[config.mk]
export PLATFORM = sky130hd
export DESIGN_NAME = serial_subtractor
export DESIGN_NICKNAME = d
export VERILOG_FILES = /design/src/rtl/alu_pkg.sv /design/src/rtl/serial_subtractor_digit.sv /design/src/rtl/serial_subtractor.sv
export SDC_FILE = /design/constraint.sdc
export NUM_CORES = 1
export LEC_CHECK = 0
export CORE_MARGIN = 5
export CORE_UTILIZATION = 55
export DETAILED_ROUTE_END_ITERATION = 6
export MAX_ROUTING_LAYER = met4
export PLACE_DENSITY = 0.92
export SLEW_MARGIN = 20
export SYNTH_ARGS = -nofsm -noshare
export SYNTH_HDL_FRONTEND = slang
export SYNTH_SLANG_ARGS = --single-unit
[constraint.sdc]
create_clock -name clk -period 5.8 [get_ports clk]
set_clock_uncertainty 0.05 [all_clocks]
set_input_delay 0.87 -clock clk [delete_from_list [all_inputs] [get_ports clk]]
set_output_delay 0.87 -clock clk [all_outputs]
set_load 0.01 [all_outputs]
[src/rtl/alu_pkg.sv]
// Shared ALU definitions: the default datapath width, the serial digit size and the
// state encoding used by the multi-cycle subtractor.
package alu_pkg;

  localparam int ALU_WIDTH = 18;
  localparam int SUB_DIGIT = 3;

  localparam logic [1:0] ST_IDLE = 2'd0;
  localparam logic [1:0] ST_RUN  = 2'd1;
  localparam logic [1:0] ST_DONE = 2'd2;

endpackage

[src/rtl/serial_subtractor_digit.sv]
// digit_subtractor: DIGIT-bit combinational ripple of full-subtractor cells.
// A single instance is reused by the serial subtractor on every RUN cycle.
module digit_subtractor
  import alu_pkg::*;
#(
  parameter int DIGIT = SUB_DIGIT
) (
  input  logic [DIGIT-1:0] a,
  input  logic [DIGIT-1:0] b,
  input  logic             bin,
  output logic [DIGIT-1:0] d,
  output logic             bout
);

  logic [DIGIT:0] chain;

  assign chain[0] = bin;

  for (genvar i = 0; i < DIGIT; i++) begin : g_cell
    assign d[i]         = a[i] ^ b[i] ^ chain[i];
    assign chain[i + 1] = (~a[i] & b[i]) | (~(a[i] ^ b[i]) & chain[i]);
  end

  assign bout = chain[DIGIT];

endmodule

[src/rtl/serial_subtractor.sv]
// Multi-cycle subtractor Output = SRC1 - SRC2, DIGIT bits per cycle, LSB first, with a
// start/done handshake. Optional signed-overflow port ovf when SUB_OVF_FLAG_EN is defined.
module serial_subtractor
  import alu_pkg::*;
#(
  parameter int WIDTH = ALU_WIDTH,
  parameter int DIGIT = SUB_DIGIT
) (
  input  logic             clk,
  input  logic             reset,
  input  logic             start,
  input  logic [WIDTH-1:0] SRC1,
  input  logic [WIDTH-1:0] SRC2,
  output logic             busy,
  output logic             done,
  output logic [WIDTH-1:0] Output,
  output logic             borrow,
  output logic             zero
`ifdef SUB_OVF_FLAG_EN
  ,
  output logic             ovf
`endif
);

  localparam int NDIG = WIDTH / DIGIT;
  localparam int CW   = (NDIG > 1) ? $clog2(NDIG) : 1;

  // The accumulator below holds NDIG-1 finished digits, so at least two digits are needed.
  if ((WIDTH % DIGIT) != 0 || NDIG < 2) begin : g_bad_config
    $error("serial_subtractor: WIDTH must be a multiple of DIGIT with at least two digits");
  end

  logic [1:0]             state;
  logic [WIDTH-1:0]       opa;
  logic [WIDTH-1:0]       opb;
  logic [WIDTH-DIGIT-1:0] acc;
  logic                   borrow_r;
  logic [CW-1:0]          cnt;
  logic [DIGIT-1:0]       dg;
  logic                   bout;
  logic [WIDTH-1:0]       full;
`ifdef SUB_OVF_FLAG_EN
  logic                   sign_a;
  logic                   sign_b;
`endif

  digit_subtractor #(.DIGIT(DIGIT)) u_digit (
    .a   (opa[DIGIT-1:0]),
    .b   (opb[DIGIT-1:0]),
    .bin (borrow_r),
    .d   (dg),
    .bout(bout)
  );

  // New digits enter at the top, so after the last digit the word is already in place.
  assign full = {dg, acc};
  assign busy = (state == ST_RUN);
  assign done = (state == ST_DONE);

  always_ff @(posedge clk) begin
    if (reset) begin
      state    <= ST_IDLE;
      opa      <= '0;
      opb      <= '0;
      acc      <= '0;
      borrow_r <= 1'b0;
      cnt      <= '0;
      Output   <= '0;
      borrow   <= 1'b0;
      zero     <= 1'b0;
`ifdef SUB_OVF_FLAG_EN
      sign_a   <= 1'b0;
      sign_b   <= 1'b0;
      ovf      <= 1'b0;
`endif
    end else begin
      case (state)
        ST_IDLE, ST_DONE: begin
          if (start) begin
            opa      <= SRC1;
            opb      <= SRC2;
            borrow_r <= 1'b0;
            cnt      <= '0;
            state    <= ST_RUN;
`ifdef SUB_OVF_FLAG_EN
            sign_a   <= SRC1[WIDTH-1];
            sign_b   <= SRC2[WIDTH-1];
`endif
          end else begin
            state <= ST_IDLE;
          end
        end
        ST_RUN: begin
          opa      <= opa >> DIGIT;
          opb      <= opb >> DIGIT;
          acc      <= full[WIDTH-1:DIGIT];
          borrow_r <= bout;
          cnt      <= cnt + CW'(1);
          if (cnt == CW'(NDIG - 1)) begin
            state  <= ST_DONE;
            Output <= full;
            borrow <= bout;
            zero   <= (full == '0);
`ifdef SUB_OVF_FLAG_EN
            ovf    <= (sign_a != sign_b) && (full[WIDTH-1] != sign_a);
`endif
          end
        end
        default: state <= ST_IDLE;
      endcase
    end
  end

endmodule

==> impl_metrics.json, run 1 <==
{
  "slew_viol_final": 0,
  "grt_overflow": 0,
  "p_leak_uw": 0.001398,
  "antenna_found_initial": 0,
  "synthSimpleGateAreaFrac_pct": 25.01,
  "synth_top_cell_by_area": "dfxtp_1",
  "synth_top_family_by_area": "simple AND/OR/NAND/NOR gates",
  "min_from": "Output[6]",
  "yosysUniqueCellTypes": 27,
  "syn_to_final_growth_pct": 24.93,
  "setup_viol": 0,
  "cts_sinks": 77,
  "path_buf_inv": 3,
  "worst_pin_slew_ns": 0.8199,
  "max_cap_violations": 0,
  "cts_tree": "built",
  "slowest_stage": "buf_4",
  "crit_type": "flop to output pin",
  "synth_mux_area_share_pct": 0,
  "synth_compound_area_share_pct": 16.32,
  "synthAdderAreaFrac_pct": 2.747,
  "first_global_vias": 2525,
  "layout_worst_path_cycle_share_pct": 61.45,
  "via_per_inst": 5.537,
  "hold_violations": 0,
  "grt_max_degree": 84,
  "cp_top_family": "buffers and inverters",
  "dpl.hpwl_mm": 4.526,
  "synth_warnings": 0,
  "cts_resized": 0,
  "r2r-end": "zero",
  "die_x_um": 85.04,
  "io_buffers": 60,
  "routed-via-count": 2796,
  "synth.cell_area_mm2": 0.003097,
  "root_buffer": "clkbuf_8",
  "synthXorXnorAreaFrac_pct": 0.2828,
  "routed_wirelength_mm": 7.036,
  "start_kind": "flop",
  "worstRegToRegCells": 8,
  "irDropWorstVdd_v": 0.0001892,
  "worst-endpoint-arrival_ns": 2.64,
  "synth_area_leaders": "dfxtp_1 50%, nand2_1 15%, a311oi_1 8.5%, a21oi_1 6.3%, nor2_1 4.6%",
  "r2r_start": "opa[0]",
  "cts_hold_buf": 0,
  "max_slew_margin_pct": 45.30,
  "drt-pass1-iter-count": 4,
  "row_count": 27,
  "ios": 61,
  "fillers": 441,
  "antenna_cells": 0,
  "hold_path_end": "Output[6]",
  "synth_nets": 429,
  "grt_pass1_wl_mm": 11.52,
  "clk_latency_ns": 0.35,
  "cts_setup_buffers": 0,
  "drt_iter0_drc": 143,
  "ys_seq_elements": 77,
  "grt_usage_pct": 20.29,
  "setup_tns_ns": 0,
  "start_util_pct": 56.58,
  "finalCriticalPeriod_ns": 3.564,
  "routabilityCongestion": 0.8185,
  "die_area_mm2": 0.007231,
  "hold_path_class": "flop to flop",
  "end_kind": "output pin",
  "synth_top_area_share_pct": 49.78,
  "ys_seq_area_share_pct": 49.78,
  "crit_fanout": 83,
  "cpPeakStageDelay_ns": 0.61,
  "whs_ns": 0.4030,
  "path_cells": "nand2b_2 > buf_4 > inv_1 > clkdlybuf4s50_1",
  "drc_errors": 0,
  "crit_required_ns": 4.88,
  "synthCells": 385,
  "clock_path_buffers": 2,
  "synth.avg_cell_area_um2": 8.043,
  "core-area_mm2": 0.005473,
  "drive_gt1_share_pct": 5.312,
  "whs_path_depth": 2,
  "nets": 472,
  "die_y_um": 85.04,
  "max_freq_mhz": 280.6,
  "status": "completed",
  "cts_inserted_buffers": 9,
  "wl_per_cell_um": 13.93,
  "powerDensity_mw_per_mm2": 293.3,
  "rsz0062_at_grt": "no",
  "htreeDepth": 3,
  "ant_nets": 0,
  "reg2reg_slack_ns": 3.33,
  "path_clk_slew_ns": 0.07
}
placed cells by master (no fill, tap or decap), types with 2 or more instances in the layout:
cell type          n
a21oi_1           39
clkinv_2           3
fa_1               3
a311oi_1          30
a211oi_1           5
inv_1              6
buf_4              4
dfxtp_1           77
clkdlybuf4s50_1   59
ha_1               2
clkbuf_8          12
nor2_1            38
nand2b_1           4
nand2_1          125
nand3_1            9
nor4_1             3
flip-flops by register name, summed over array words and instances (netlist names):
register,cells
Output,18
acc,15
borrow,1
borrow_r,1
cnt,3
opa,18
opb,18
state,2
zero,1
worst register-to-register path, delay by kind of cell (launching register included):
kind,cells,cell delay [ns]
AND/OR/NAND/NOR,2,0.44
flip-flops,1,0.36
AO/OA/AOI/OAI,1,0.16
buffers and inverters,2,0.14
adder cells (fa/ha/maj),3,1.26
per-stage QoR:
step	std cells	utilization [%]	total power (uW)	setup slack [ns]	cell area, um^2
finish	505	70.69	1135	2.236	3869
global route	505	70.69	1180	2.041	3869
CTS	505	70.69	1137	2.258	3869
detailed placement	489	66.85	722.9	2.672	3659
global placement	489	66.85	717.2	2.732	3659
floorplan	385	-	676.5	3.514	3097
cell families after synthesis:
kind of cell             after synthesis
AND/OR/NAND/NOR                      189
flip-flops                            77
AO/OA/AOI/OAI                         75
buffers and inverters                 38
adder cells (fa/ha/maj)                5
XOR/XNOR                               1
Yosys cell counts, drive strengths merged:
master and n:
a21oi 39, xor2 1, a41o 1, clkbuf 11
nor3b 1, dfxtp 77, nor3 1, a211oi 5
nand2b 5, nor2b 2, and3 1, nand3b 1
and4b 1, nand3 9, nor2 38, nor4 3
inv 6, nand2 125, nand4b 1, a311oi 30
ha 2, nor4bb 1, buf 21, fa 3
where the power goes:
group / total [uW] / internal (uW) / switching (uW)
clock: 421 / 232 / 189
combinational: 138 / 62.7 / 75.0
sequential: 576 / 557 / 18.9
how the worst max path moves through the flow:
stage                        start   end  slack, ns  depth (start not counted)
after detailed placement  state[1]  busy       2.67                          4
after global routing      state[1]  busy       2.04                          4
final                     state[1]  busy       2.24                          4
after CTS                 state[1]  busy       2.26                          4
after floorplan             opa[0]  zero       3.51                          8
after global placement    state[1]  busy       2.73                          4
per-layer routing:
metal | GRT usage [%] | wire (um) | vias up | share of wire (%)
met4 | 10.65 | 209 | 0 | 3.0
met2 | 32.27 | 3519 | 88 | 50
met5 | - | 0 | - | 0
met3 | 4.660 | 457 | 19 | 6.5
met1 | 23.81 | 2850 | 1306 | 41
li1 | - | - | 1383 | -
cell type report:
| class | instances | area [um^2] | area share (%) |
|---|---|---|---|
| tap | 72 | 90.09 | 2.329 |
| inverter | 6 | 22.52 | 0.5821 |
| sequential | 77 | 1541 | 39.84 |
| clock inverter | 4 | 45.04 | 1.164 |
| clock buffer | 12 | 165.2 | 4.269 |
| multi-input combinational | 270 | 1379 | 35.64 |
| timing repair buffer | 64 | 625.6 | 16.17 |
Note: power is estimated with default switching activity, not from simulation.
==> inputs of run 2 (changes only) <==
CORE_UTILIZATION = 46   (was 55)
PLACE_DENSITY = 0.83   (was 0.92)
clock period = 2.9 ns   (was 5.8 ns; I/O delays follow)
==> run 2 against run 1 <==
Via count fell by 3.5%; critical endpoint is now zero; largest power group unchanged; clock power rose by 88%; count of clock-buffer cells in the layout did not move; critical path depth rose by 4; global-route usage fell by 3.3 points; final area rose by 0.32%; final cell count rose by 1.8%; first-iteration DRC count fell by 42%; core utilization fell by 13 points; flip-flop and latch count did not move; power rose by 96%.
==> impl_metrics.json, run 2 (synthesized netlist as in run 1, its figures left out) <==
{
  "r2r-end": "zero",
  "max_freq_mhz": 409.4,
  "grt_pass1_wl_mm": 11.40,
  "slew_viol_final": 0,
  "setup_viol": 0,
  "powerDensity_mw_per_mm2": 572.1,
  "finish.utilization_pct": 58.09,
  "ant_nets": 0,
  "path_clk_slew_ns": 0.08,
  "drt-pass1-iter-count": 4,
  "reg2reg_slack_ns": 0.46,
  "drt_iter0_drc": 83,
  "cts_sinks": 77,
  "r2r_start": "opa[0]",
  "finalCriticalPeriod_ns": 2.443,
  "crit_path_frequent_cell": "fa_1",
  "cts_tree": "built",
  "place_inst": 498,
  "worstRegToRegCells": 8,
  "first_global_vias": 2510,
  "row_count": 30,
  "routed-via-count": 2699,
  "htreeDepth": 3,
  "crit_type": "flop to flop",
  "syn_to_final_growth_pct": 25.33,
  "antenna_found_initial": 0,
  "slowest_stage": "fa_1",
  "grt_usage_pct": 17.03,
  "crit_path_end": "zero",
  "whs_path_depth": 2,
  "grt_overflow": 0,
  "cts_resized": 0,
  "drive_gt1_share_pct": 5.069,
  "p_leak_uw": 0.001392,
  "setup_tns_ns": 0,
  "cpPeakStageDelay_ns": 0.45,
  "start_kind": "flop",
  "whs_ns": 0.4034,
  "die_y_um": 92.05,
  "hold_violations": 0,
  "cts_setup_buffers": 0,
  "place_ws_ns": 0.4656,
  "max_slew_margin_pct": 48.81,
  "routed_wirelength_mm": 6.803,
  "routabilityCongestion": 0.8129,
  "clk_latency_ns": 0.34,
  "antenna_cells": 0,
  "max_cap_violations": 0,
  "wl_per_cell_um": 13.24,
  "layout_worst_path_cycle_share_pct": 84.23,
  "cts_inserted_buffers": 9,
  "timing.critical_path.from": "opa[0]",
  "io_buffers": 60,
  "crit_required_ns": 3.14,
  "nets": 473,
  "worst-endpoint-arrival_ns": 2.68,
  "top_regs": "Output (18), opa (18), opb (18)",
  "fin_cells": 514,
  "ios": 61,
  "grt_max_degree": 83,
  "root_buffer": "clkbuf_8",
  "hold_path_class": "flop to flop",
  "setup_ws_ns": 0.4572,
  "via_per_inst": 5.251,
  "start_util_pct": 46.35,
  "final_cell_mix": "125 x nand2_1, 77 x dfxtp_1, 59 x clkdlybuf4s50_1",
  "cts_hold_buf": 0,
  "die_x_um": 92.05,
  "die_area_mm2": 0.008473,
  "drc_errors": 0,
  "crit_fanout": 3,
  "clock_path_buffers": 2,
  "dpl.hpwl_mm": 4.677,
  "rsz0062_at_grt": "no",
  "status": "completed",
  "core-area_mm2": 0.006681,
  "worst_pin_slew_ns": 0.7679,
  "path_cells": "inv_1 > fa_1 > fa_1 > inv_1 > fa_1 > nor4_1 > and3_1 > a41o_1",
  "irDropWorstVdd_v": 0.0003191,
  "end_kind": "flop",
  "mostFrequentLayoutCell": "nand2_1"
}
run 2: changes by cell type in the layout (fill, tap and decap cells not counted):
cell,previous run,this run
buf_12,0,1
clkinvlp_4,0,1
clkbuf_1,0,2
clkinv_2,3,2
clkbuf_8,12,10
run 2: worst min path at each step:
stage | endpoint | from
finish | Output[7] | Output[7]
global route | Output[11] | Output[11]
CTS | Output[7] | Output[7]
detailed placement | Output[7] | Output[7]
global placement | Output[5] | Output[5]
floorplan | Output[1] | acc[1]
run 2: per-layer routing:
layer / GRT usage [%] / part of all wire (%)
met4: 7.302 / 1.9
met3: 4.348 / 5.0
met1: 20.27 / 45
met5: - / 0
met2: 27.37 / 48
run 2: cell type report:
cell class | count | area [um^2]
clock buffer | 12 | 145.1
multi-input combinational | 270 | 1379
clock inverter | 4 | 47.55
fill | 637 | 2800
sequential | 77 | 1541
inverter | 6 | 22.52
timing repair buffer | 65 | 645.6
tap | 80 | 100.1
run 2: worst max-delay path, delay by kind of cell, from the launching register on:
family          cells  cell delay (ns)
fa+ha+maj           3             1.27
buf+inv             2             0.15
simple gates        2             0.43
flops               1             0.34
compound gates      1             0.15
run 2: through the flow:
stage | total power, uW | area [um^2]
after floorplan | 1353 | 3097
after global placement | 1442 | 3689
after detailed placement | 1454 | 3689
after CTS | 2239 | 3881
after global routing | 2323 | 3881
final | 2221 | 3881
run 2: report_power, final:
part,switching [uW],internal [uW],total [uW]
clock,374,419,793
sequential,38.0,1110,1150
combinational,148,129,276
==> inputs of run 3 (changes only) <==
clock period = 2.2 ns   (was 2.9 ns; I/O delays follow)
==> run 3 against run 2 <==
Flip-flop and latch count did not move; clock power rose by 31%; final cell count rose by 1.2%; combinational power rose by 41%; fmax rose by 13%.
==> impl_metrics.json, run 3 (synthesized netlist as in run 1, its figures left out) <==
{
  "status": "completed",
  "final_cell_area_mm2": 0.003945,
  "power_uw": 2948,
  "nets": 479,
  "clock_path_buffers": 2,
  "place_ws_ns": -0.05064,
  "antenna_found_initial": 0,
  "grt_usage_pct": 17.64,
  "crit_path_frequent_cell": "fa_2",
  "irDropWorstVdd_v": 0.0005048,
  "grt_overflow": 0,
  "drc_errors": 0,
  "r2r_start": "borrow_r",
  "grt_max_degree": 83,
  "slowest_stage": "fa_1",
  "row_count": 30,
  "antenna_cells": 0,
  "setup_tns_ns": 0,
  "root_buffer": "clkbuf_8",
  "r2r-end": "zero",
  "hold_path_end": "opb[15]",
  "hold_violations": 0,
  "hold_path_class": "input port to flop",
  "powerDensity_mw_per_mm2": 747.1,
  "ant_nets": 0,
  "die_area_mm2": 0.008473,
  "cp_top_family": "adder cells",
  "max_slew_margin_pct": 48.77,
  "min_from": "reset",
  "cts_inserted_buffers": 9,
  "final_cell_mix": "125 x nand2_1, 75 x dfxtp_1, 59 x clkdlybuf4s50_1",
  "wl_per_cell_um": 13.40,
  "drive_gt1_share_pct": 7.727,
  "setup_ws_ns": 0.04198,
  "cts_sinks": 77,
  "start_util_pct": 46.35,
  "rsz0062_at_grt": "yes",
  "cts_tree": "built",
  "worstRegToRegCells": 7,
  "crit_fanout": 2,
  "io_buffers": 60,
  "clk_latency_ns": 0.35,
  "crit_required_ns": 2.45,
  "worst-endpoint-arrival_ns": 2.41,
  "drt_iter0_drc": 111,
  "routabilityCongestion": 0.8074,
  "die_x_um": 92.05,
  "slew_viol_final": 0,
  "cts_hold_buf": 0,
  "setup_viol": 0,
  "top_regs": "Output (18), opa (18), opb (18)",
  "finalCriticalPeriod_ns": 2.158,
  "placed_cell_area_mm2": 0.003749,
  "max_freq_mhz": 463.4,
  "reg2reg_slack_ns": 0.04,
  "routed-via-count": 2734,
  "worst_pin_slew_ns": 0.7685,
  "core-area_mm2": 0.006681,
  "dpl.hpwl_mm": 4.773,
  "htreeDepth": 3,
  "whs_ns": 0.4026,
  "p_leak_uw": 0.001430,
  "die_y_um": 92.05,
  "start_kind": "flop",
  "max_cap_violations": 0,
  "first_global_vias": 2577,
  "drt-pass1-iter-count": 4,
  "routed_wirelength_mm": 6.969,
  "path_buf_inv": 1,
  "whs_path_depth": 2,
  "via_per_inst": 5.258,
  "crit_type": "flop to flop",
  "syn_to_final_growth_pct": 27.39,
  "end_kind": "flop",
  "path_clk_slew_ns": 0.07,
  "cpPeakStageDelay_ns": 0.43,
  "mostFrequentLayoutCell": "nand2_1",
  "grt_pass1_wl_mm": 11.74,
  "ios": 61,
  "layout_worst_path_cycle_share_pct": 98.09,
  "path_cells": "fa_2 > fa_2 > inv_2 > fa_1 > nor4_1 > and3_1 > a41o_1",
  "cts_setup_buffers": 0
}
-- run 3: changes by cell type in the layout (fill, tap and decap cells not counted) --
| cell | previous run | this run |
|---|---|---|
| buf_4 | 4 | 9 |
| clkinv_2 | 2 | 4 |
| fa_1 | 3 | 1 |
| fa_2 | 0 | 2 |
| buf_12 | 1 | 2 |
| clkbuf_1 | 2 | 1 |
| inv_2 | 0 | 1 |
| dfxtp_2 | 0 | 2 |
| dfxtp_1 | 77 | 75 |
| clkinvlp_4 | 1 | 0 |
| inv_1 | 6 | 5 |
-- run 3: cell type report --
cell class,count,area [um^2]
fill,628,2736
sequential,77,1544
multi-input combinational,270,1384
timing repair buffer,71,703.2
clock buffer,11,141.4
tap,80,100.1
clock inverter,5,50.05
inverter,6,22.52
-- run 3: worst register-to-register path: cells and delay by family (launching register included) --
kind | cells | cell delay, ns
AO/OA/AOI/OAI | 1 | 0.15
AND/OR/NAND/NOR | 2 | 0.34
buffers and inverters | 1 | 0.06
adder cells (fa/ha/maj) | 3 | 1.17
flip-flops | 1 | 0.34
-- run 3: how the worst max path moves through the flow --
stage,endpoint,depth (start not counted),start
detailed placement,zero,8,opa[0]
CTS,zero,7,borrow_r
finish,zero,7,borrow_r
floorplan,zero,8,opa[0]
global route,zero,7,borrow_r
global placement,zero,8,opa[0]
-- run 3: per-stage QoR --
step                util [%]  instances
detailed placement     56.10        504
finish                 59.04        520
floorplan                  -        385
CTS                    59.04        520
global route           59.04        520
global placement       56.10        504
-- run 3: where the power goes --
| group | switching [uW] | internal [uW] |
|---|---|---|
| combinational | 202 | 187 |
| sequential | 50.2 | 1470 |
| clock | 492 | 547 |
| total | 744 | 2200 |
-- run 3: repair_timing --
item | in CTS | in global routing
endpoints found under the hold margin | 0 | 0
pin swaps | 3 | 1
cloned | 0 | 0
gates resized for setup | 4 | 0
setup endpoints to repair | 1 | 1
-- run 3: per-layer routing --
layer | GRT usage (%) | wire (um)
met3 | 5.168 | 435
met5 | - | 0
met1 | 21.47 | 3073
met4 | 4.455 | 53
met2 | 28.83 | 3406
